<file path="src/rtl/mem_loader.sv">
// Boot-time program loader: streams bytes into consecutive memory addresses,
// keeps a running checksum, and holds the core in reset until the image is complete.
module mem_loader #(
  parameter int AWIDTH = 5,
  parameter int DWIDTH = 8
) (
  input  logic              clk,
  input  logic              rst,
  input  logic              start,
  input  logic              in_valid,
  input  logic [DWIDTH-1:0] in_data,
  output logic              in_ready,
  output logic [AWIDTH-1:0] mem_addr,
  output logic [DWIDTH-1:0] mem_data,
  output logic              mem_wr,
  output logic              cpu_hold,
  output logic              busy,
  output logic              done,
  output logic [DWIDTH-1:0] checksum
);

  typedef enum logic [1:0] {S_IDLE, S_LOAD, S_WRITE, S_DONE} state_t;

  localparam logic [AWIDTH-1:0] LAST_ADDR = '1;

  state_t            state_q, state_d;
  logic [AWIDTH-1:0] cnt_q, cnt_d;
  logic [AWIDTH-1:0] addr_q, addr_d;
  logic [DWIDTH-1:0] data_q, data_d;
  logic [DWIDTH-1:0] csum_q, csum_d;
  logic              wr_q, hold_q, busy_q, done_q;

  function automatic logic [DWIDTH-1:0] add_mod(input logic [DWIDTH-1:0] a,
                                                input logic [DWIDTH-1:0] b);
    return a + b;
  endfunction

  always_comb begin
    state_d = state_q;
    cnt_d   = cnt_q;
    addr_d  = addr_q;
    data_d  = data_q;
    csum_d  = csum_q;
    case (state_q)
      S_IDLE, S_DONE: begin
        if (start) begin
          state_d = S_LOAD;
          cnt_d   = '0;
          csum_d  = '0;
        end
      end
      S_LOAD: begin
        if (in_valid) begin
          state_d = S_WRITE;
          data_d  = in_data;
          addr_d  = cnt_q;
        end
      end
      S_WRITE: begin
        csum_d = add_mod(csum_q, data_q);
        // The counter stops at the last address; the load ends instead of wrapping.
        if (cnt_q == LAST_ADDR) begin
          state_d = S_DONE;
        end else begin
          cnt_d   = cnt_q + 1'b1;
          state_d = S_LOAD;
        end
      end
      default: state_d = S_IDLE;
    endcase
  end

  // Status outputs are registered from the next state so they line up with it.
  always_ff @(posedge clk or negedge rst) begin
    if (!rst) begin
      state_q <= S_IDLE;
      cnt_q   <= '0;
      addr_q  <= '0;
      data_q  <= '0;
      csum_q  <= '0;
      wr_q    <= 1'b0;
      hold_q  <= 1'b1;
      busy_q  <= 1'b0;
      done_q  <= 1'b0;
    end else begin
      state_q <= state_d;
      cnt_q   <= cnt_d;
      addr_q  <= addr_d;
      data_q  <= data_d;
      csum_q  <= csum_d;
      wr_q    <= (state_d == S_WRITE);
      hold_q  <= (state_d != S_DONE);
      busy_q  <= (state_d == S_LOAD) || (state_d == S_WRITE);
      done_q  <= (state_d == S_DONE);
    end
  end

  assign in_ready = (state_q == S_LOAD);
  assign mem_addr = addr_q;
  assign mem_data = data_q;
  assign mem_wr   = wr_q;
  assign cpu_hold = hold_q;
  assign busy     = busy_q;
  assign done     = done_q;
  assign checksum = csum_q;

endmodule

</file>
<file path="config.mk">
export PLATFORM = sky130hd
export DESIGN_NAME = mem_loader
export DESIGN_NICKNAME = d
export VERILOG_FILES = /design/src/rtl/mem_loader.sv
export SDC_FILE = /design/constraint.sdc
export NUM_CORES = 1
export LEC_CHECK = 0
export CAP_MARGIN = 20
export CORE_MARGIN = 3
export CORE_UTILIZATION = 54
export CTS_CLUSTER_SIZE = 30
export DETAILED_ROUTE_END_ITERATION = 7
export PLACE_DENSITY = 0.82
export SLEW_MARGIN = 5
export SYNTH_ARGS = -nofsm -noshare
export SYNTH_HDL_FRONTEND = slang
export SYNTH_SLANG_ARGS = --single-unit
</file>
<file path="constraint.sdc">
create_clock -name clk -period 4.55 [get_ports clk]
set_input_delay 0.6825 -clock clk [delete_from_list [all_inputs] [get_ports clk]]
set_output_delay 0.6825 -clock clk [all_outputs]
set_load 0.01 [all_outputs]
</file>
; ---- Yosys cells after proc, flatten, opt, wreduce, memory -nomap -nowiden
; Index checks and enable logic that the tools add are counted.
[totals]
regBits = 32
latchBits = 0
ram_bits = 0
romBits = 0
in_bits = 12
output_inout_bits = 26
word_cells = 37
mem_count = 0
[classes]
add_sub_neg = 2
mul = 0
div = 0
n_lt_le_gt_ge = 0
eq_ne = 10
n_shift = 0
mux = 9
bitwise_logic = 0
reduce_logical = 7
[op_table]
columns = op, n
row1 = $pmux 8 s2, 1
row2 = $mux 5, 2
row3 = $pmux 5 s2, 1
row4 = $add 8x8->8, 1
row5 = $eq 2x2->1 const B, 4
row6 = $mux 8, 1
row7 = $mux 2, 3
row8 = $ne 2x2->1 const B, 3
row9 = $pmux 2 s3, 1
row10 = $add 5x1->5 const B, 1
row11 = $eq 5x5->1 const B, 1
row12 = $eq 2x1->1 const B, 2
row13 = $reduce_and 2->1, 2
row14 = $reduce_and 3->1, 1
row15 = $logic_not 2->1, 1
row16 = $reduce_bool 2->1, 1
row17 = $reduce_or 2->1, 1
row18 = $logic_or 1x1->1, 1

; ---- Depth between registers and ports, before layout
[depth]
depth_word = 5
mapped_depth = 10
ltp_nobuf = 9

; ---- Least setup slack after synthesis
; OpenSTA, ideal clock, no wires.
[synth_path]
kind = register -> register
from = register data_q[0] (netlist: mem_data[0])
to = register csum_q[6] (netlist: checksum[6])
setup_ps = 123
arrival_ps = 1819
required_time_ps = 4427
path_slack_ps = 2607
path_stages_with_launch = 9
path_buffers = 0
synth_period_minus_slack_ps = 1943
cell_sequence = dfrtp_1 ha_1 fa_1 a21o_1 a21oi_2 o21bai_1 a21oi_1 xor2_1 o21ai_1
[synth_via]
elab_chain_len = 2
[synth_lines]
columns = item, line_no
row1 = from (decl), 29  ; logic [DWIDTH-1:0] data_q, data_d;
row2 = from (signal assigned), 89  ; data_q <= data_d;
row3 = $add 8x8->8, 35  ; return a + b;
row4 = $pmux 8 s2, 44  ; case (state_q)
row5 = to (signal assigned), 90  ; csum_q <= csum_d;
row6 = to (decl), 30  ; logic [DWIDTH-1:0] csum_q, csum_d;
; No other way between the ends.
; A chain may end at the register's enable or synchronous reset.

; ---- Worst setup path after layout
[layout_path]
from = register state_q[1]
to = output in_ready
[layout_via]
elab_chain_len = 1
[layout_lines]
columns = item, line_no
row1 = from (decl), 26  ; state_t state_q, state_d;
row2 = from (signal assigned), 86  ; state_q <= state_d;
row3 = $eq 2x1->1, 98  ; assign in_ready = (state_q == S_LOAD);
row4 = to (decl), 12  ; output logic in_ready,
; No other way between the ends.

==> results.py <==
metrics = {
    "place": {
        "gp_congestion": 0.842,
        "placed_area_sq_um": 2160,
        "port_buffers": 37,
        "preCtsSetupSlack_ns": 1.94,
        "hpwlAfterDp_um": 2730,
    },
    "worst_setup_path": {
        "regToRegStartpoint": "state_q[0]",
        "path_max_fanout": 4,
        "slowest_delay_ns": 0.55,
        "slowest_stage": "clkdlybuf4s50_1",
        "r2r_end": "busy",
        "critPathKind": "register to output port",
        "cp.required_ns": 3.87,
        "arrival_ns": 1.58,
        "start_kind": "register",
        "rr_worst_depth": 5,
        "crit_path_end_kind": "output port",
        "r2r_slack_ns": 2.39,
        "path_cells": "inv_1 > ha_1 > clkdlybuf4s50_1",
    },
    "sta": {
        "hold_slack_ns": 0.522,
        "post-route-period-util_pct": 49.7,
        "slew_violations": 0,
        "setup_viol": 0,
        "worst_slack_ns": 2.29,
        "timing.fmax_ghz": 0.442,
        "hold_viol_final": 0,
        "min_period_ns": 2.26,
        "rsz0062_at_grt": "no",
        "relSlewSlack_pct": 51.4,
        "fin_setup_tns_ns": 0,
        "skew_ns": 0.0130,
        "worst_pin_slew_ns": 0.730,
    },
    "logic_synthesis": {
        "syn_inst": 160,
        "syn_area_sq_um": 1760,
        "synth-simple-area-share_pct": 11.5,
        "synth_top_area_share_pct": 44.1,
        "ys_async_sr_fraction_pct": 100,
        "ys_warn_count": 0,
        "synthAdderAreaFrac_pct": 11.1,
        "syn_nets": 187,
        "ys_top_cells_by_area": "dfrtp_1 (44%), ha_1 (10%), mux2_2 (7.0%)",
        "synth_seq_area_share_pct": 45.6,
        "synth_mux_area_share_pct": 12.3,
        "synth.largest_area_cell": "dfrtp_1",
        "synth_top_family_by_area": "compound AO/OA/AOI/OAI gates",
        "synth-edff-count": 0,
        "synth_compound_area_share_pct": 14.1,
        "synth_ff_type": "dfrtp_1",
        "post_synth_xor_area_fraction_pct": 2.49,
        "ys_ff_latch": 32,
        "syn_area_per_cell_sq_um": 11.0,
        "ys_types": 39,
    },
    "pwr": {
        "vdd_drop_max_mv": 0.338,
        "pwr-share-comb_pct": 54.6,
        "p_leak_nw": 1.01,
        "pwr-share-clk_pct": 13.0,
        "p_per_area_nw_per_um2": 644,
        "seqPwrFrac_pct": 32.4,
        "switching_share_pct": 40.4,
        "intPower_mw": 0.856,
        "power.switching_mw": 0.580,
    },
    "routing": {
        "met2WireLength_um": 2030,
        "antenna_left": 0,
        "wl_met1_um": 1480,
        "drt_iter0_drc": 56,
        "routed_wl_um": 3830,
        "wl_per_cell_um": 15.7,
        "via_per_inst": 5.66,
        "top_layer": "met4",
        "dr_total_vias": 1381,
        "firstDrtPassIters": 4,
        "drcViolationCount": 0,
        "met3_length_um": 209,
    },
    "global_route": {
        "grt.overflow.total": 0,
        "first_global_vias": 1387,
        "antenna_found_initial": 0,
        "grt_max_degree": 33,
        "grt_usage_pct": 20.6,
        "grt_pass1_wl_um": 6380,
    },
    "cts": {
        "clkTransAtPathRegs_ns": 0.10,
        "ctsResizeCount": 0,
        "cts_tree": "yes",
        "hold_buffers": 0,
        "numCtsBuffers": 5,
        "post_cts_buffers": 0,
        "clockRootBuffer": "clkbuf_4",
        "cts_buffer_depth": 2,
        "clkLatencyLatePin_ns": 0.33,
        "htree_levels": 2,
        "clock-sinks": 32,
    },
    "floorplan": {
        "dieArea_sq_um": 3980,
        "initial_core_util_pct": 57.1,
        "core_sq_um": 3080,
        "dieWidth_um": 63.1,
        "die_h_um": 63.1,
        "placementRows": 20,
        "io_pins": 38,
    },
    "hold_path": {
        "min_from": "mem_addr[1]",
        "hold_depth": 1,
        "min_to": "mem_addr[1]",
        "min_path_type": "register to register",
    },
    "cells_and_area": {
        "diodes": 0,
        "post-route-cell-area_sq_um": 2230,
        "nFillCells": 243,
        "register_area_sq_um": 802,
        "multi_input_area_sq_um": 905,
        "layout_common_cells": "clkdlybuf4s50_1 (37), dfrtp_1 (31), nand2_1 (17), ha_1 (14), mux2_2 (11)",
        "drive_gt1_share_pct": 13.5,
        "fin_util_pct": 72.5,
        "layout_commonest_cell": "clkdlybuf4s50_1",
        "area_growth_syn_to_layout_pct": 26.9,
        "final_net_count": 226,
    },
    "job": {
        "drv_cap": 0,
    },
    "status": {
        "status": "finished, final reports clean",
    },
}
[metrics by stage]
step / power, mW / instances
2_1_floorplan: 0.950 / 160
3_3_place_gp: 1.20 / 236
3_5_place_dp: 1.25 / 236
4_1_cts: 1.45 / 244
5_1_grt: 1.54 / 244
6_report: 1.44 / 244
[cell usage after synthesis (all sizes together), types with 3 or more instances]
cell type	count
dfrtp	31
nand2	17
o21ai	15
ha	14
mux2	13
mux2i	7
a21oi	6
inv	6
buf	5
nor2	5
a22oi	4
nand3	3
nor2b	3
nor3	3
xor2	3
[routing by layer]
metal	GRT usage, %	vias up
li1	-	651
met3	6.24	14
met1	22.7	673
met2	36.5	43
met5	0	-
met4	9.09	0
[sequential cells by signal, indices dropped and copies added, names as in the netlist]
register,flops
done,1
mem_wr,1
checksum,8
mem_data,8
busy,1
cnt_q,5
cpu_hold,1
mem_addr,5
state_q,2
[power groups by stage]
stage / clock network [mW] / registers [mW] / logic [mW]
finish: 0.186 / 0.466 / 0.784
floorplan: 0 / 0.491 / 0.459
CTS: 0.192 / 0.467 / 0.791
global placement: 0 / 0.465 / 0.739
detailed placement: 0 / 0.471 / 0.774
global route: 0.202 / 0.480 / 0.860
[area by class of cell]
type | count | share of cell area, %
Clock buffer | 8 | 3.08
Inverter | 6 | 1.01
Multi-Input combinational cell | 116 | 40.5
Sequential cell | 32 | 36.0
Tap cell | 44 | 2.47
Timing Repair Buffer | 38 | 16.9
[logic make-up after synthesis]
family | after synthesis
flops | 32
mux | 20
compound gates | 37
xor+xnor | 5
buf+inv | 12
simple gates | 39
fa+ha+maj | 15
[how the worst max path moves through the flow]
stage                             end  slack [ns]   startpoint  cells after the start
after CTS                    in_ready        2.27   state_q[1]                      3
after detailed placement         busy        1.94        start                      5
after floorplan           checksum[6]        2.61  mem_data[0]                      8
final                        in_ready        2.29   state_q[1]                      3
after global routing             busy        2.18        start                      5
after global placement           busy        2.05        start                      5
[critical path: cells and delay by family, from the launching register on]
family     cells  cell delay, ns
buf+inv        2            0.63
fa+ha+maj      1            0.20
flops          1            0.41
Note: power is estimated with default switching activity, not from simulation.
